[config.mk]
export PLATFORM = sky130hd
export DESIGN_NAME = seg7_scan_capture_flat
export DESIGN_NICKNAME = d
export VERILOG_FILES = /design/src/rtl/seg7_pkg.sv /design/src/rtl/seg7_scan_capture_if.sv /design/src/rtl/seg7_pattern_decode.sv /design/src/rtl/seg7_scan_capture.sv /design/src/flat_wrapper.sv
export SDC_FILE = /design/constraint.sdc
export NUM_CORES = 1
export LEC_CHECK = 0
export CAP_MARGIN = 10
export CORE_MARGIN = 2
export CORE_UTILIZATION = 55
export CTS_CLUSTER_DIAMETER = 50
export DETAILED_ROUTE_END_ITERATION = 12
export PLACE_DENSITY = 0.9
export SYNTH_ARGS = -nofsm -noshare
export SYNTH_HDL_FRONTEND = slang
export SYNTH_SLANG_ARGS = --single-unit
[constraint.sdc]
create_clock -name clk -period 4.1 [get_ports clk]
set_input_delay 0.82 -clock clk [delete_from_list [all_inputs] [get_ports clk]]
set_output_delay 0.82 -clock clk [all_outputs]
set_load 0.005 [all_outputs]
[src/rtl/seg7_pkg.sv]
// seg7_pkg: shared definitions for the 7-segment scan capture slice.
//   - Segment patterns in gfedcba order (bit0 = a .. bit6 = g).
//   - Special decode codes for blank and unrecognised patterns.
//   - Decode result struct produced by seg7_pattern_decode.
package seg7_pkg;

   localparam logic [6:0] SEG_0       = 7'h3F;
   localparam logic [6:0] SEG_1       = 7'h06;
   localparam logic [6:0] SEG_2       = 7'h5B;
   localparam logic [6:0] SEG_3       = 7'h4F;
   localparam logic [6:0] SEG_4       = 7'h66;
   localparam logic [6:0] SEG_5       = 7'h6D;
   localparam logic [6:0] SEG_6       = 7'h7D;   // tailed six
   localparam logic [6:0] SEG_6_UNTL  = 7'h7C;
   localparam logic [6:0] SEG_7       = 7'h07;
   localparam logic [6:0] SEG_7_TAIL  = 7'h27;
   localparam logic [6:0] SEG_8       = 7'h7F;
   localparam logic [6:0] SEG_9       = 7'h6F;   // tailed nine
   localparam logic [6:0] SEG_9_UNTL  = 7'h67;
   localparam logic [6:0] SEG_BLANK   = 7'h00;

   localparam logic [3:0] CODE_BLANK  = 4'hF;
   localparam logic [3:0] CODE_ERR    = 4'hE;

   typedef struct packed {
      logic [3:0] code;
      logic       blank;
      logic       err;
   } seg7_res_t;

endpackage

[src/rtl/seg7_scan_capture_if.sv]
// seg7_scan_capture_if: frame output bus of seg7_scan_capture.
//   out_valid/out_ready : frame handshake
//   out_bcd             : digit d in bits [4d+3:4d]
//   out_blank/out_err   : per-digit blank / unrecognised flags
//   overrun             : sticky dropped-frame flag
// master = producer (capture block), slave = consumer.
interface seg7_scan_capture_if #(
   parameter int unsigned DIGITS = 4
) ();
   logic                  out_valid;
   logic                  out_ready;
   logic [4*DIGITS-1:0]   out_bcd;
   logic [DIGITS-1:0]     out_blank;
   logic [DIGITS-1:0]     out_err;
   logic                  overrun;

   modport master (
      output out_valid, out_bcd, out_blank, out_err, overrun,
      input  out_ready
   );

   modport slave (
      input  out_valid, out_bcd, out_blank, out_err, overrun,
      output out_ready
   );
endinterface

[src/rtl/seg7_pattern_decode.sv]
// seg7_pattern_decode: combinational 7-segment pattern to BCD decoder.
//   pattern : segment pattern, gfedcba
//   result  : code / blank / err
module seg7_pattern_decode
   import seg7_pkg::*;
(
   input  logic [6:0] pattern,
   output seg7_res_t  result
);

   always_comb begin
      result.code  = CODE_ERR;
      result.blank = 1'b0;
      result.err   = 1'b0;
      case (pattern)
         SEG_0:                   result.code = 4'd0;
         SEG_1:                   result.code = 4'd1;
         SEG_2:                   result.code = 4'd2;
         SEG_3:                   result.code = 4'd3;
         SEG_4:                   result.code = 4'd4;
         SEG_5:                   result.code = 4'd5;
         SEG_6, SEG_6_UNTL:       result.code = 4'd6;
         SEG_7, SEG_7_TAIL:       result.code = 4'd7;
         SEG_8:                   result.code = 4'd8;
         SEG_9, SEG_9_UNTL:       result.code = 4'd9;
         SEG_BLANK: begin
            result.code  = CODE_BLANK;
            result.blank = 1'b1;
         end
         default:                 result.err  = 1'b1;
      endcase
   end

endmodule

[src/rtl/seg7_scan_capture.sv]
// seg7_scan_capture: recovers BCD digits from a multiplexed 7-segment bus.
//   clk, rst_n : clock, asynchronous active-low reset
//   seg_i      : segment lines a..g, dp (dp ignored)
//   dig_n_i    : active-low digit strobes
//   bus        : frame output (valid/ready, bcd, blank, err, overrun)
// Inputs are registered once; a digit is captured once its (strobe, pattern)
// pair has been identical for STABLE_CYCLES samples. When every digit has
// been captured the frame is handed out; if the consumer still holds the
// previous frame, the new one is dropped and overrun latches.
module seg7_scan_capture
   import seg7_pkg::*;
#(
   parameter int unsigned DIGITS        = 4,
   parameter int unsigned STABLE_CYCLES = 3
) (
   input  logic                clk,
   input  logic                rst_n,
   input  logic [7:0]          seg_i,
   input  logic [DIGITS-1:0]   dig_n_i,
   seg7_scan_capture_if.master bus
);

   localparam int unsigned SEL_W  = (DIGITS > 1) ? $clog2(DIGITS) : 1;
   localparam logic [7:0]  STABLE = 8'(STABLE_CYCLES);

   logic [6:0]        seg_s;
   logic [DIGITS-1:0] dig_s;
   logic [DIGITS-1:0] low;
   logic              prev_ok;
   logic [SEL_W-1:0]  prev_sel;
   logic [6:0]        prev_seg;
   logic [7:0]        cnt, cnt_nxt;
   logic              sel_ok;
   logic [SEL_W-1:0]  sel;
   logic              match, capture;
   seg7_res_t         res;
   seg7_res_t         slot     [DIGITS];
   seg7_res_t         slot_nxt [DIGITS];
   logic [DIGITS-1:0] seen, seen_nxt;
   logic              frame_done, accept;

   seg7_pattern_decode u_decode (
      .pattern (seg_s),
      .result  (res)
   );

   // Strobe selection: valid only with exactly one low strobe.
   always_comb begin
      low    = ~dig_s;
      sel_ok = (low != '0) && ((low & (low - DIGITS'(1))) == '0);
      sel    = '0;
      for (int unsigned i = 0; i < DIGITS; i++)
         if (low[i]) sel = SEL_W'(i);
   end

   // Capture fires only on the clock the counter reaches STABLE; the extra
   // term keeps a held pattern from re-capturing once saturated, and still
   // lets STABLE_CYCLES=1 capture on each new pattern.
   always_comb begin
      match = sel_ok && prev_ok && (sel == prev_sel) && (seg_s == prev_seg);
      if (match)
         cnt_nxt = (cnt >= STABLE) ? STABLE : cnt + 8'd1;
      else
         cnt_nxt = sel_ok ? 8'd1 : 8'd0;
      capture = sel_ok && (cnt_nxt == STABLE) && !(match && (cnt == STABLE));
   end

   // Next slot/seen state includes this clock's capture, so a completing
   // frame loads the digit being captured right now.
   always_comb begin
      seen_nxt = seen;
      for (int unsigned i = 0; i < DIGITS; i++) begin
         slot_nxt[i] = slot[i];
         if (capture && (sel == SEL_W'(i))) begin
            slot_nxt[i] = res;
            seen_nxt[i] = 1'b1;
         end
      end
      frame_done = &seen_nxt;
      accept     = bus.out_valid & bus.out_ready;
   end

   always_ff @(posedge clk or negedge rst_n) begin
      if (!rst_n) begin
         seg_s         <= '0;
         dig_s         <= '1;
         prev_ok       <= 1'b0;
         prev_sel      <= '0;
         prev_seg      <= '0;
         cnt           <= '0;
         seen          <= '0;
         for (int unsigned i = 0; i < DIGITS; i++) slot[i] <= '0;
         bus.out_valid <= 1'b0;
         bus.out_bcd   <= '0;
         bus.out_blank <= '0;
         bus.out_err   <= '0;
         bus.overrun   <= 1'b0;
      end else begin
         seg_s    <= seg_i[6:0];
         dig_s    <= dig_n_i;
         prev_ok  <= sel_ok;
         prev_sel <= sel;
         prev_seg <= seg_s;
         cnt      <= cnt_nxt;
         slot     <= slot_nxt;
         if (frame_done) begin
            seen <= '0;
            if (!bus.out_valid || accept) begin
               bus.out_valid <= 1'b1;
               for (int unsigned i = 0; i < DIGITS; i++) begin
                  bus.out_bcd[4*i +: 4] <= slot_nxt[i].code;
                  bus.out_blank[i]      <= slot_nxt[i].blank;
                  bus.out_err[i]        <= slot_nxt[i].err;
               end
            end else begin
               bus.overrun <= 1'b1;
            end
         end else begin
            seen <= seen_nxt;
            if (accept) bus.out_valid <= 1'b0;
         end
      end
   end

endmodule

[src/flat_wrapper.sv]
// flat-port wrapper written by rule: the top's interface ports become plain ports
module seg7_scan_capture_flat import seg7_pkg::*;
#(
   parameter int unsigned DIGITS        = 4,
   parameter int unsigned STABLE_CYCLES = 3
)
  (clk, rst_n, seg_i, dig_n_i, bus_out_valid, bus_out_bcd, bus_out_blank, bus_out_err, bus_overrun, bus_out_ready);
  seg7_scan_capture_if #(.DIGITS(DIGITS)) bus_i ();
  input  logic clk;
  input  logic rst_n;
  input  logic [7:0] seg_i;
  input  logic [DIGITS-1:0] dig_n_i;
  output wire logic [$bits(bus_i.out_valid)-1:0] bus_out_valid;
  output wire logic [$bits(bus_i.out_bcd)-1:0] bus_out_bcd;
  output wire logic [$bits(bus_i.out_blank)-1:0] bus_out_blank;
  output wire logic [$bits(bus_i.out_err)-1:0] bus_out_err;
  output wire logic [$bits(bus_i.overrun)-1:0] bus_overrun;
  input wire logic [$bits(bus_i.out_ready)-1:0] bus_out_ready;
  assign bus_out_valid = bus_i.out_valid;
  assign bus_out_bcd = bus_i.out_bcd;
  assign bus_out_blank = bus_i.out_blank;
  assign bus_out_err = bus_i.out_err;
  assign bus_overrun = bus_i.overrun;
  assign bus_i.out_ready = bus_out_ready;
  seg7_scan_capture #(.DIGITS(DIGITS), .STABLE_CYCLES(STABLE_CYCLES)) u_core (.clk(clk), .rst_n(rst_n), .seg_i(seg_i), .dig_n_i(dig_n_i), .bus(bus_i));
endmodule
# After elaboration in Yosys (flattened, before gate mapping)
# Cells that the tools add are included.
word_totals:
  register_bits: 83
  input_bits: 15
  output_inout_bits: 26
  wordCells: 100
op_classes:
  addsub: 2
  order_cmp: 1
  n_eq_ne: 21
  muxes: 21
  bitwise: 4
  n_reduce_logical: 27
ops:
  columns: ["cell", "count"]
  rows:
  - ["7-bit == test, second input constant", 9]
  - ["4-bit one-hot mux with 11 select lines", 1]
  - ["6-bit 2-to-1 mux", 4]
  - ["8-bit by 2-bit == test with 1-bit output, second input constant", 2]
  - ["8-bit 2-to-1 mux", 2]
  - ["7-bit by 3-bit == test with 1-bit output, second input constant", 2]
  - ["7-bit by 6-bit == test with 1-bit output, second input constant", 2]
  - ["14-bit OR reduction", 1]
  - ["1-bit logical AND", 11]
  - ["1-bit 2-to-1 mux", 11]
  - ["5-bit AND reduction", 2]
  - ["8-bit by 1-bit adder with 8-bit output, second input constant", 1]
  - ["8-bit by 2-bit greater-or-equal comparator with 1-bit output, second input constant", 1]
  - ["7-bit == test", 1]
  - ["7-bit logical NOT", 1]
  - ["2-bit OR reduction", 3]
  - ["4-bit AND", 1]
  - ["2-bit == test, second input constant", 2]
  - ["4-bit logical NOT", 1]
  - ["2-bit 2-to-1 mux", 2]
  - ["4-bit 2-to-1 mux", 1]
  - ["4-bit inverter", 1]
  - ["4-bit AND reduction", 1]
  - ["4-bit nonzero test", 1]
  - ["11 further kinds", 12]

# Logic depth before layout (Yosys ltp)
# Gate-level depths: netlist of the first run.
logic_depth:
  ltp_word: 17
  ltp_mapped: 9
  ltp_nobuf: 6

# Cells and area by module
# From an unflattened synthesis of the first run, not the netlist that was laid out.
unflattened:
  cells_unflattened: 226
  hier_area_um2: 3477.1
by_module_without_submodules:
  columns: ["mod", "n_inst", "cells_per_inst", "area_per_inst_um2", "seq_area_each_um2"]
  rows:
  - ["seg7_scan_capture", 1, 191, 3190.6, 2082.0]
  - ["seg7_pattern_decode", 1, 35, 286.5, 0.0]

# Worst setup path after synthesis of the first run
# Ideal clock, no wire load.
synth_timing:
  path_kind: "register to register"
  start: "register u_core.dig_s[3]"
  end: "register u_core.bus.out_bcd[0]"
  setup_time_ns: 0.125
  arrival_ns: 2.866
  required_ns: 3.975
  path_slack_ns: 1.109
  path_stages_with_launch: 9
  n_path_buf: 2
  period_less_slack_ns: 2.991
  cell_sequence: "dfstp_2 -> or4b_1 -> a21o_1 -> a211o_1 -> buf_6 -> or3_4 -> a221oi_4 -> buf_8 -> mux2_4"
synth_between:
  elab_chain_len: 15
  elab_cells_between_ends: 32
  classes_between: "add/sub: 1; eq/ne: 5; mux: 8; bitwise: 2; reduce/logical: 16"
synth_lines:
  columns: ["element", "line_no", "text"]
  rows:
  - ["from (decl)", "seg7_scan_capture.sv:27", "logic [DIGITS-1:0] dig_s;"]
  - ["from (signal assigned)", "seg7_scan_capture.sv:100", "dig_s <= dig_n_i;"]
  - ["4-bit inverter *", "seg7_scan_capture.sv:49", "low = ~dig_s;"]
  - ["4-bit by 1-bit subtractor with 4-bit output", "seg7_scan_capture.sv:50", "sel_ok = (low != '0) && ((low & (low - DIGITS'(1))) == '0);"]
  - ["4-bit AND", "seg7_scan_capture.sv:50", null]
  - ["4-bit logical NOT", "seg7_scan_capture.sv:50", null]
  - ["1-bit logical AND", "seg7_scan_capture.sv:50", null]
  - ["1-bit logical AND (3 in series)", "seg7_scan_capture.sv:60", "match = sel_ok && prev_ok && (sel == prev_sel) && (seg_s == prev_seg);"]
  - ["8-bit 2-to-1 mux", "seg7_scan_capture.sv:61", "if (match)"]
  - ["8-bit by 2-bit == test with 1-bit output", "seg7_scan_capture.sv:65", "capture = sel_ok && (cnt_nxt == STABLE) && !(match && (cnt == STABLE));"]
  - ["1-bit logical AND (2 in series)", "seg7_scan_capture.sv:65", null]
  - ["1-bit logical AND", "seg7_scan_capture.sv:74", "if (capture && (sel == SEL_W'(i))) begin"]
  - ["1-bit 2-to-1 mux", "seg7_scan_capture.sv:74", null]
  - ["5-bit AND reduction (no source line)", null, null]
  - ["to (signal, indexed assignment)", "seg7_scan_capture.sv:111", "bus.out_bcd[4*i +: 4] <= slot_nxt[i].code;"]
  - ["to (decl)", "seg7_scan_capture_if.sv:18", "output out_valid, out_bcd, out_blank, out_err, overrun,"]
# Mark *: on every way between the ends. The rest lies on a longest branch, timed or not.
# A chain may end at the register's enable or synchronous reset.

# Final worst setup path of the first run
layout_timing:
  start: "register u_core.dig_s[3]"
  end: "register u_core.bus.out_err[3]"
layout_between:
  elab_chain_len: 15
  elab_cells_between_ends: 32
  classes_between: "add/sub: 1; eq/ne: 5; mux: 8; bitwise: 2; reduce/logical: 16"
layout_lines:
  columns: ["element", "line_no", "text"]
  rows:
  - ["4-bit inverter *", "seg7_scan_capture.sv:49", null]
  - ["4-bit by 1-bit subtractor with 4-bit output", "seg7_scan_capture.sv:50", null]
  - ["4-bit AND", "seg7_scan_capture.sv:50", null]
  - ["4-bit logical NOT", "seg7_scan_capture.sv:50", null]
  - ["1-bit logical AND", "seg7_scan_capture.sv:50", null]
  - ["1-bit logical AND (3 in series)", "seg7_scan_capture.sv:60", null]
  - ["8-bit 2-to-1 mux", "seg7_scan_capture.sv:61", null]
  - ["8-bit by 2-bit == test with 1-bit output", "seg7_scan_capture.sv:65", null]
  - ["1-bit logical AND (2 in series)", "seg7_scan_capture.sv:65", null]
  - ["1-bit logical AND", "seg7_scan_capture.sv:74", null]
  - ["1-bit 2-to-1 mux", "seg7_scan_capture.sv:74", null]
  - ["5-bit AND reduction (no source line)", null, null]
  - ["to (signal, indexed assignment)", "seg7_scan_capture.sv:113", "bus.out_err[i] <= slot_nxt[i].err;"]
  - ["to (decl)", "seg7_scan_capture_if.sv:18", null]
# Marked as above.

==> results.md, run 1 <==
Logic synthesis:
- In this run, synthesis produced a sequential element count of 83.
- The synthesized netlist contains 56 unique library cells.
- The post-synthesis sequential area ratio is 59.0%.
- The area of the mapped netlist is 3530 sq um.
- The library cell with the highest instance count after synthesis is dfrtp_1.
- The area share of the leading cell type in the synthesized netlist is 56.0%.
- The commonest cells after synthesis are dfrtp_1 (79), mux2_2 (20), inv_1 (18).
- Counting flops with an async set or reset pin after synthesis yields a share of 100%.
- Each instance of the synthesized netlist takes up on average 13.7 sq um.
- During synthesis, Yosys emitted a total of 0 warnings.
- The number of synthesized flops with an enable pin is 0.
- Yosys attributes the largest share of cell area to dfrtp_1 (56%), mux2_4 (6.8%), mux2_2 (6.4%).
- Synthesis produced a netlist whose cell count is approximately 260.
- The post-synthesis cell type with the largest combined area is dfrtp_1.
- The flip-flop cell with the highest count after synthesis is dfrtp_1.

CTS:
- In this run the deepest clock path goes through 2 buffers.
- The clock reaches the later pin of the worst-skew pair after approximately 0.36 ns.
- Buffers added to address setup during post-CTS repair amount to 0.
- The count of instances resized after the clock tree is built is 0.
- Hold repair after CTS inserted 0 buffers.
- The number of levels in the clock H-tree is 3.
- Clock tree synthesis selected as its root buffer the cell clkbuf_8.
- The clock-pin slew of the registers on the worst-case setup and hold paths is approximately 0.090 ns.
- Buffers inserted during clock tree synthesis total 9.
- The number of clock sinks seen by CTS is 83.
- TritonCTS built the clock tree.

Pwr:
- The net switching power is 0.364 mW.
- The part of the power in registers is approximately three fifths.
- Internal power comes to 1.09 mW.
- Net switching is 25.0% of the power.
- Combinational logic is responsible for 4.5% of the overall power.
- The clock share of power is 36.7%.
- The total leakage power is 1.89 nW.
- The maximum vdd ir drop is 0.242 mV.
- The power per cell area is around 350 nW/um^2.

Global routing:
- The wire length of the first global-routing pass is 10500 um.
- In the global route stage, overall resource usage came out at 19.0%.
- The final global-route overflow total is 0.
- The via count of the first global-routing pass came to 2143.
- The number of antenna violations at the first check in global routing was 0.
- The maximum number of pins on one net before global-route repair is 84.

Routing:
- Dividing the detail-routed wire length by the instance count gives 15.9 um.
- The via count is 2139.
- The number of DRC violations after detailed-routing iteration 0 is 148.
- Wires add up to 6130 um.
- For this run, design rule violations remaining after detail routing come to 0.
- The number of iterations in the first detailed-routing pass is 4.
- Dividing the detail-routed via count by the number of cells gives 5.56.
- The number of routed nets with antenna violations is 0.

Critical path:
- STA puts the critical path data required time at 4.34 ns.
- At the worst endpoint, the arrival time is 3.66 ns.
- STA classifies the critical path endpoint as a register.
- The path type of the worst setup path is reg -> reg.
- The maximum fanout encountered on the critical timing path is 24.
- The startpoint kind of the worst setup timing path is a register.

STA:
- The number of max-slew violations in the final report came to 0.
- The top achievable clock speed is 0.293 GHz.
- The count of endpoints failing setup in the final report is 0.
- The actual transition at the worst max-transition pin is ~0.98 ns.
- The tightest hold margin is 0.484 ns.
- The number of failing hold endpoints at the final stage was 0.
- The max-slew headroom at the worst pin is a little over a third.
- Of the available clock period, the critical path in the final layout requires a little over four fifths.
- The minimum period implied by the final worst setup slack is 3.41 ns.
- Setup repair after global routing left no endpoint under its margin.
- The worst clock skew on the final layout is between 0.01 and 0.015 ns.
- After routing, the total negative slack on setup checks comes to 0 ns.

Layout:
- The area growth from synthesis to layout is 17.9%.
- The register area is between 2000 and 2500 sq um.
- With fillers left out, the area of the finished cells amounts to 4160 sq um.
- The fraction of final layout cells sized beyond drive strength 1 is 22.1%.
- The multi-input gate area in the final layout is 1320 sq um.
- Cells fill between 60% and 70% of the core in the end.
- The fill cell total of the finished layout is 430.
- The number of antenna diodes in the final layout is 0.
- The number of nets at the end of the flow is about 320.

Floorplan:
- The y dimension of the die is 84.1 um.
- 41 I/O pins were placed.
- The total area inside the core boundary comes to roughly 6300 sq um.
- The die covers a little over 7000 sq um.
- Row generation in the floorplan step produced 29 rows.
- Measured along the x axis, the die boundary spans ~84 um.
- For this configuration, the core starts out at a cell density of 56.2%.

Run status:
- The flow ran to the end, and the final reports show no timing, DRC or antenna violations.

Placed design:
- The number of buffers added on ports is 39.
- The placed instances occupy a cell area of 3980 sq um.
- The HPWL reported at the end of detailed placement is 4040 um.
- The global placement routability congestion is 0.855.

Min path:
- The path class of the tightest hold or removal check is reg -> reg.

Job:
- The number of maximum-capacitance violations is 0.
[sequential cells by signal (all words and copies together) (netlist names)]
signal and cells:
u_core.bus.out_valid 1, u_core.seg_s 7, u_core.seen 4, u_core.prev_ok 1
u_core.bus.out_blank 4, u_core.bus.out_err 4, u_core.bus.overrun 1, u_core.slot 24
u_core.prev_sel 2, u_core.prev_seg 7, u_core.dig_s 4, u_core.bus.out_bcd 16
u_core.cnt 8
[path summary, 6_finish.rpt]
check                           slack (ns)                            from  cells after the start                                 to
worst max-delay path                  0.69       u_core.dig_s[3]$_DFF_PN1_                      7  u_core.bus.out_err[3]$_DFFE_PN0P_
worst min-delay path                  0.48  u_core.bus.overrun$_DFFE_PN0P_                      1     u_core.bus.overrun$_DFFE_PN0P_
worst max register to register        0.69       u_core.dig_s[3]$_DFF_PN1_                      7  u_core.bus.out_err[3]$_DFFE_PN0P_
worst min register to register        0.48  u_core.bus.overrun$_DFFE_PN0P_                      1     u_core.bus.overrun$_DFFE_PN0P_
max in group asynchronous             2.85                           rst_n                      1       u_core.prev_seg[4]$_DFF_PN0_
min in group asynchronous             0.62                           rst_n                      1  u_core.bus.out_bcd[4]$_DFFE_PN0P_
[power by group through the flow]
stage | clock network [mW] | registers (mW) | logic [mW]
global placement | 0 | 0.870 | 0.0651
floorplan | 0 | 0.858 | 0.0429
global route | 0.587 | 0.858 | 0.0755
detailed placement | 0 | 0.871 | 0.0669
CTS | 0.554 | 0.855 | 0.0671
finish | 0.535 | 0.856 | 0.0658
[cells in the final DEF (no fill, tap or decap), types with 2 or more instances in the layout]
| cell type | synthesis | routed |
|---|---|---|
| o21ai_0 | 6 | 6 |
| nand3_1 | 3 | 3 |
| mux2i_1 | 12 | 12 |
| nor2_1 | 2 | 2 |
| o31a_1 | 2 | 2 |
| mux2_2 | 20 | 20 |
| nand2_1 | 10 | 10 |
| a21oi_1 | 4 | 4 |
| nand4_1 | 5 | 5 |
| o21a_1 | 5 | 5 |
| dfrtp_1 | 79 | 79 |
| xnor2_1 | 9 | 9 |
| conb_1 | 1 | 6 |
| nand2b_1 | 4 | 4 |
| buf_4 | 0 | 4 |
| nor4_2 | 2 | 2 |
| nand4b_1 | 5 | 5 |
| dfstp_2 | 4 | 4 |
| nor4_1 | 2 | 2 |
| o32a_1 | 2 | 2 |
| clkbuf_8 | 0 | 9 |
| clkinvlp_4 | 0 | 2 |
| inv_6 | 0 | 3 |
| mux2_4 | 16 | 16 |
| or4bb_1 | 2 | 2 |
| o41a_1 | 2 | 2 |
| clkdlybuf4s50_1 | 0 | 38 |
| and3_1 | 2 | 2 |
| inv_1 | 18 | 18 |
[layer usage]
| layer | vias to the layer above | part of all wire, % | global-route usage, % |
|---|---|---|---|
| li1 | 1007 | - | - |
| met1 | 1073 | 47 | 26.3 |
| met2 | 50 | 48 | 28.3 |
| met3 | 9 | 3.8 | 4.25 |
| met4 | 0 | 1.6 | 9.97 |
| met5 | - | 0 | 0 |
[cell families after synthesis]
kind of cell             Yosys count  synth area share, %
AO/OA/AOI/OAI                     35                 7.84
adder cells (fa/ha/maj)            1                0.355
AND/OR/NAND/NOR                   50                 9.79
buffers and inverters             30                 4.08
multiplexers                      48                 16.6
XOR/XNOR                           9                 2.23
other                              1                0.106
flip-flops                        83                 59.0
[through the flow]
stage	power, mW	instances	setup WS [ns]
2_1_floorplan	0.901	262	1.11
3_3_place_gp	0.935	369	0.777
3_5_place_dp	0.938	369	0.701
4_1_cts	1.48	385	0.691
5_1_grt	1.52	385	0.563
6_report	1.46	385	0.687
[worst max-delay path: stages (launching register included)]
cell and delay, ns:
dfstp_2 0.69, or4b_1 0.48, a21o_1 0.18, a211o_1 0.43, or3_4 0.44, a221oi_4 0.28
buf_4 0.41, mux2_2 0.39
[final cells by class]
type                            count  share of cell area, %
Clock buffer                        9                   2.98
Multi-Input combinational cell    149                   31.8
Clock inverter                      7                   1.38
Tap cell                           77                   2.32
Timing Repair Buffer               42                   9.87
Sequential cell                    83                   50.1
Inverter                           18                   1.62
(Power assumes the default switching activity.)
==> run 2, diff against run 1 <==
- CORE_UTILIZATION: 55 -> 50
- PLACE_DENSITY: 0.9 -> 0.86
- clock period: 4.1 -> 2.8 ns (I/O delays scaled with it)
==> run 2 against run 1 <==
Net effect: the run now ends with negative setup slack left; utilization decreased by 2.5 points; via count increased by 3.2%; worst setup slack got worse by 0.85 ns; count of clock-buffer cells in the layout increased by 2; critical path depth unchanged; die area increased by 9.5%; combinational power increased by 93%; wire length increased by 10%; first-iteration DRC count decreased by 18%; global-route usage increased by 1.1 points; clock skew about the same; critical endpoint is now u_core.bus.out_bcd[15]$_DFFE_PN0P_; largest cell class unchanged.
==> results.md, run 2 (same netlist as run 1, synthesis figures left out) <==
Layout:
- The fraction of final layout cells sized beyond drive strength 1 is 25.4%.
- The post-layout instance count excluding filler cells is 419.
- The finished layout cell area is 4330 sq um.
- Cells fill a little under two thirds of the core in the end.
- Fill cells in the final layout number 490.
- In the final design database the tool counted 334 nets.
- The diode insertion count for antenna repair is 0.
- The layout-stage area growth over the synthesis result is 22.8%.
- The library cell used most frequently in the layout, excluding fill and tap cells, is dfrtp_1.
- The flip-flop count of the largest register, all copies and words added is 24.
- The top cell types in the final layout, fill and taps aside, are dfrtp_1 (79), clkdlybuf4s50_1 (38), mux2_2 (20), inv_1 (18), buf_4 (17).
- The largest registers in the layout are u_core.slot: 24 flops, u_core.bus.out_bcd: 16 flops, u_core.cnt: 8 flops.
- The register ranked first by flip-flop count is u_core.slot.

Critical path:
- STA puts the critical path data arrival time at approximately 3.2 ns.
- The endpoint type of the worst setup path is a register.
- The path type of the worst setup path is reg -> reg.
- The worst setup path is launched from a register.
- Of all nets on the critical path, the largest fanout is 23.
- For the worst setup path, the data required time is 3.05 ns.

Pwr:
- Summing internal, switching and leakage power gives 2.21 mW.
- The worst-case IR drop observed on VDD is 0.277 mV.
- The power per cell area is 511 nW/um^2.
- The analysis attributes to cell leakage a power of 1.98 nW.

STA:
- The number of max-slew violations in the final report is 0.
- Setup slack on the critical path of the routed design comes to -0.168 ns.
- Across the routed clock network, the largest skew measured is 0.0137 ns.
- Dividing the final minimum period by the clock period gives 106%.
- Hold is met by 0.166 ns.
- The count of endpoints failing setup in the final report is 22.
- The max-slew headroom at the worst pin is between 50% and 60%.
- The actual transition at the worst max-transition pin is approximately 0.66 ns.
- The number of failing hold endpoints at the final stage is 0.
- The minimum period implied by the final worst setup slack is 2.97 ns.
- Static timing analysis puts the maximum clock frequency at 0.337 GHz.
- Setup repair after global routing could not meet its margin everywhere.

Min path:
- The path class of the tightest hold or removal check is in -> async.

Placed design:
- The global placement routability congestion is 0.855.
- The number of buffers added on ports is 39.
- The instance area after placement is between 4000 and 5000 sq um.
- The placed cell count is 403.
- The HPWL reported at the end of detailed placement is 4490 um.

Global routing:
- The number of antenna violations at the first check in global routing is 0.
- The via count of the first global-routing pass is about 2300.
- For this run, the total global-route usage over all layers was measured as 20.2%.
- The maximum number of pins on one net before global-route repair is 44.
- The first global-routing pass estimated 11600 um of wire.
- The final global-route overflow total is 0.

CTS:
- The CTS tree is yes.
- For the worst-skew pair, the clock arrives at the later sink with an insertion delay of 0.36 ns.
- Counting along the longest clock path gives a buffer depth of 2.
- For this design, the CTS-stage hold fixing added 0 buffers.
- The number of clock sinks seen by CTS is 83.
- The H-tree was split into 3 levels.
- The clock-pin slew of the registers on the worst-case setup and hold paths is roughly 0.080 ns.
- The total clock buffers created by CTS is 9.
- The cell sitting at the root of the clock tree is a clkbuf_8.

Run status:
- The final reports fail on negative setup slack.
- The flow ran to the end, but the final reports show violations.

Floorplan:
- The effective utilization at floorplan is 51.9%.
- The placeable core region is 6790 sq um.
- The die covers a little under 8000 sq um.
- The horizontal die dimension is ~88 um.
- The floorplan has 30 rows.
- Measured along the y axis, the die boundary spans 88.0 um.
- During I/O placement, the number of pins put on the boundary was 41.

Routing:
- Summing over every cut layer, the via total after detailed routing is 2208.
- The post-detailed-routing wire length is 6750 um.
- Dividing the detail-routed wire length by the instance count gives 16.1 um.
- The number of iterations in the first detailed-routing pass is 4.
- The via-per-instance ratio is 5.27.
- The post-route DRC violation count is 0.
- For this block, the initial DRC count from the detailed router was 121.
- The number of routed nets with antenna violations is 0.

Job:
- Across the run, the number of max-cap violations was 0.
run 2: cell count changes in the layout (fill, tap and decap cells not counted):
cell / previous run / this run
buf_4: 4 / 17
inv_6: 3 / 0
buf_12: 0 / 2
clkinv_2: 1 / 3
bufinv_16: 0 / 1
clkbuf_1: 0 / 1
clkbuf_8: 9 / 10
clkinvlp_4: 2 / 1
inv_8: 1 / 0
run 2: cell type report:
| cell class | count | area (sq um) | share of cell area (%) |
|---|---|---|---|
| clock buffers | 11 | 141 | 3.26 |
| clock inverters | 5 | 52.6 | 1.21 |
| inverters | 18 | 67.6 | 1.56 |
| multi-input cells | 149 | 1320 | 30.5 |
| flip-flops and latches | 83 | 2080 | 48.1 |
| well taps | 96 | 120 | 2.77 |
| repair buffers | 57 | 548 | 12.6 |
run 2: where the power goes:
group / total (mW) / switching, mW / internal (mW)
Clock: 0.846 / 0.414 / 0.432
Combinational: 0.127 / 0.0709 / 0.0558
Sequential: 1.24 / 0.0195 / 1.22
run 2: timing repair:
| item | CTS | global route |
|---|---|---|
| buffers inserted | 0 | 0 |
| endpoints found under the setup margin | 22 | 24 |
| resized for setup | 0 | 0 |
| pin swaps | 0 | 0 |
| hold endpoints to repair | 0 | 0 |
| gates cloned | 0 | 0 |
run 2: routing by layer:
metal,GRT usage (%),vias to the layer above,part of all wire [%]
met1,25.8,1096,45
li1,-,1039,-
met2,32.0,59,49
met3,4.62,14,3.7
met4,11.2,0,2.8
met5,0,-,0
run 2: critical path, cell delays in order, from the launching register on:
cell and delay, ns:
dfstp_2 0.54, or4b_1 0.44, a21o_1 0.22, a211o_1 0.32, o41a_1 0.40, a221oi_4 0.34, buf_12 0.24, mux2_2 0.35
run 2: metrics by stage:
| step | setup slack (ns) | setup TNS, ns |
|---|---|---|
| final | -0.168 | -2.86 |
| after global routing | -0.225 | -4.27 |
| after detailed placement | -0.162 | -2.73 |
| after global placement | -0.0818 | -1.08 |
| after CTS | -0.159 | -2.63 |
| after floorplan | -0.163 | -2.74 |
run 2: worst paths after layout:
check / start / end / slack (ns) / depth (start not counted)
worst max-delay path: u_core.dig_s[3]$_DFF_PN1_ / u_core.bus.out_bcd[15]$_DFFE_PN0P_ / -0.17 / 7
worst min-delay path: rst_n / u_core.bus.out_bcd[10]$_DFFE_PN0P_ / 0.17 / 1
worst max register to register: u_core.dig_s[3]$_DFF_PN1_ / u_core.bus.out_bcd[15]$_DFFE_PN0P_ / -0.17 / 7
worst min register to register: u_core.seg_s[5]$_DFF_PN0_ / u_core.prev_seg[5]$_DFF_PN0_ / 0.47 / 0
max in group asynchronous: rst_n / u_core.dig_s[1]$_DFF_PN1_ / 1.96 / 2
min in group clk: u_core.seg_s[5]$_DFF_PN0_ / u_core.prev_seg[5]$_DFF_PN0_ / 0.47 / 0
==> run 3, diff against run 2 <==
- CORE_ASPECT_RATIO: not set -> 1.75
==> run 3 against run 2 <==
Net effect: the run still ends with negative setup slack left; global-route usage up 0.34 points; utilization up 1.4 points; non-clock buffer count up 1; worst setup slack better by 0.028 ns; combinational power about the same; cell area up 3.1%; die area up 0.34%; sequential power about the same; maximum frequency up 0.94%; first-iteration DRC count down 12%; critical endpoint is now u_core.bus.out_blank[3]$_DFFE_PN0P_.
==> results.md, run 3 (same netlist as run 1, synthesis figures left out) <==
CTS:
- The clock tree synthesis step divided the H-tree into 3 levels.
- CTS placed an instance of clkbuf_16 at the clock tree root.
- The longest clock path from root to sink contains 2 buffers.
- At the later pin of the worst-skew pair, clock insertion delay measures around 0.33 ns.
- The clock-pin slew of the registers on the worst-case setup and hold paths is 0.06 ns.
- Buffers inserted during clock tree synthesis total 9.
- TritonCTS built the clock tree.
- For this design, the sink count on the clock tree is 83.

Routing:
- The number of DRC violations after detailed-routing iteration 0 is 106.
- Using the TritonRoute via totals, the vias-per-cell ratio works out to 5.52.
- Once detail routing completed, the nets flagged for antenna violations numbered 0.
- After detailed routing, the total wire length is between 6000 and 7000 um.
- The first detailed-routing pass ran for 4 iterations.
- For this run, design rule violations remaining after detail routing come to 0.
- The per-cell routed wire length is 16.8 um.
- The via count is 2254.

Pwr:
- The power per cell area is 608 nW/um^2.
- The clock share of power is 49.6%.
- The internal power of the cells totals 2.15 mW.
- The part of the power in registers is 45.7%.
- The design draws around 2.7 mW.
- For this design the total switching power over the nets is 0.562 mW.
- The switching power share of the total is 20.7%.
- The maximum vdd ir drop is around 0.52 mV.
- Summed over all cells, the static leakage comes to 2.05 nW.
- In this run, the combinational gates consume 4.7% of the power.

Layout:
- Of the cells placed in the final design, the portion with a size suffix greater than 1 is 25.9%.
- The layout-stage area growth over the synthesis result is 26.6%.
- The register with the most flip-flops in the layout has 24 of them.
- In the layout the commonest cells are dfrtp_1 (79), clkdlybuf4s50_1 (38), mux2_2 (20), buf_4 (19), inv_1 (18).
- The largest registers in the layout are u_core.slot: 24 flops, u_core.bus.out_bcd: 16 flops, u_core.cnt: 8 flops.
- The number of nets at the end of the flow is 335.
- Registers take 2080 sq um.
- The leading cell type in the layout, fill and taps excluded is dfrtp_1.
- The finished layout cell area is ~4500 sq um.
- At the end of the flow the core is filled with cells to 65.2%.
- The register ranked first by flip-flop count is u_core.slot.
- In the final layout, the multi-input gates occupy 1320 sq um.
- The fill cell total of the finished layout is 474.
- The diode insertion count for antenna repair is 0.

STA:
- The number of max-slew violations in the final report came to 0.
- The actual transition at the worst max-transition pin is 0.984 ns.
- The max-slew headroom at the worst pin is 34.4%.
- The final critical path takes up 105% of the cycle.
- The number of failing hold endpoints at the final stage is 0.
- For the final database, setup skew stands at between 0.004 and 0.005 ns.
- The smallest clock period supported by the final layout is computed as ~3 ns.
- The count of endpoints failing setup in the final report is 22.
- Setup repair after global routing could not meet its margin everywhere.
- In the post-route analysis, the smallest setup slack over all paths is -0.141 ns.
- The top achievable clock speed is 0.340 GHz.

Floorplan:
- The effective utilization at floorplan is 51.5%.
- The placeable core region is 6860 sq um.
- The horizontal die dimension is 67.5 um.
- The die covers 7770 sq um.
- The total I/O pin count is around 40.
- In this run the vertical extent of the chip is 115 um.
- The row count is 40.

Critical path:
- The startpoint kind of the worst setup timing path is a register.
- At the worst endpoint, the arrival time is approximately 3.2 ns.
- The critical path is of the reg -> reg type.
- STA classifies the critical path endpoint as a register.
- The worst reg2reg path startpoint is u_core.dig_s[3]$_DFF_PN1_.
- The source of the critical timing path is u_core.dig_s[3]$_DFF_PN1_.
- The maximum fanout encountered on the critical timing path is 23.
- The data required time at the worst endpoint is 3.02 ns.

Global routing:
- The via count of the first global-routing pass is around 2400.
- The maximum number of pins on one net before global-route repair is 84.
- Summed over all layers, the global routing overflow is 0.
- The number of antenna violations at the first check in global routing came to 0.
- Global routing consumed, over all layers together, 20.5% of the routing resources.
- The wire length of the first global-routing pass is 11600 um.

Run status:
- The final reports fail on negative setup slack.
- The run finished, with violations left.

Min path:
- The class of the most critical hold timing path is in -> async.

Placed design:
- The HPWL reported at the end of detailed placement is 4720 um.
- The global placement routability congestion is 0.794.
- The worst setup slack after placement is -0.131 ns.
- The number of buffers added on ports is 39.
- The instance area after placement is 4120 sq um.

Job:
- The number of maximum-capacitance violations is 0.
run 3: changes by cell type in the layout (fill, tap and decap cells not counted), moves of 2 or more:
cell	before	now
clkbuf_16	0	9
buf_4	17	19
clkbuf_8	10	0
clkinv_2	3	0
inv_6	0	2
bufinv_16	1	3
run 3: metrics by stage:
stage	hold slack, ns	cells	TNS, ns
after floorplan	0.264	262	-2.74
after CTS	0.422	408	-2.40
after detailed placement	0.481	392	-2.01
final	0.375	408	-2.20
after global routing	0.481	408	-4.66
after global placement	0.461	392	-1.37
run 3: final cells by class:
| type | instances | area share, % |
|---|---|---|
| clock inverter | 7 | 2.77 |
| sequential | 83 | 46.6 |
| multi-input combinational | 149 | 29.6 |
| timing repair buffer | 58 | 12.2 |
| clock buffer | 9 | 5.04 |
| inverter | 18 | 1.51 |
| tap | 84 | 2.35 |
run 3: repair_timing:
action                                 in CTS  in global routing
resized for setup                           0                  0
hold buffers                                0                  0
setup buffers                               0                  0
endpoints found under the hold margin       0                  0
setup endpoints to repair                  22                 24
run 3: path summary, 6_finish.rpt:
kind / end / slack (ns) / depth (start not counted)
worst max-delay path: u_core.bus.out_blank[3]$_DFFE_PN0P_ / -0.14 / 7
worst min-delay path: u_core.slot[22]$_DFF_PN0_ / 0.37 / 1
worst max register to register: u_core.bus.out_blank[3]$_DFFE_PN0P_ / -0.14 / 7
worst min register to register: u_core.slot[16]$_DFF_PN0_ / 0.49 / 2
max in group asynchronous: u_core.prev_sel[0]$_DFF_PN0_ / 1.78 / 1
min in group clk: u_core.slot[16]$_DFF_PN0_ / 0.49 / 2
run 3: metal layers:
layer  routed length (um)  vias up  track usage, %
met3                  254       13            4.99
met1                 2600     1151            23.1
met4                  174        0            10.1
li1                     -     1033               -
met2                 3840       57            35.3
met5                    0        -               0
run 3: worst max-delay path: stages, from the launching register on:
cell and delay [ns]:
dfstp_2 0.54, or4b_1 0.43, a21o_1 0.22, a211o_1 0.31
o41a_1 0.38, a221oi_4 0.33, buf_12 0.24, mux2_2 0.36
run 3: power groups by stage:
stage / registers (mW) / clock network, mW / logic, mW
6_report: 1.24 / 1.35 / 0.127
3_3_place_gp: 1.26 / 0 / 0.121
2_1_floorplan: 1.26 / 0 / 0.0628
3_5_place_dp: 1.26 / 0 / 0.126
5_1_grt: 1.24 / 1.43 / 0.142
4_1_cts: 1.24 / 1.37 / 0.127
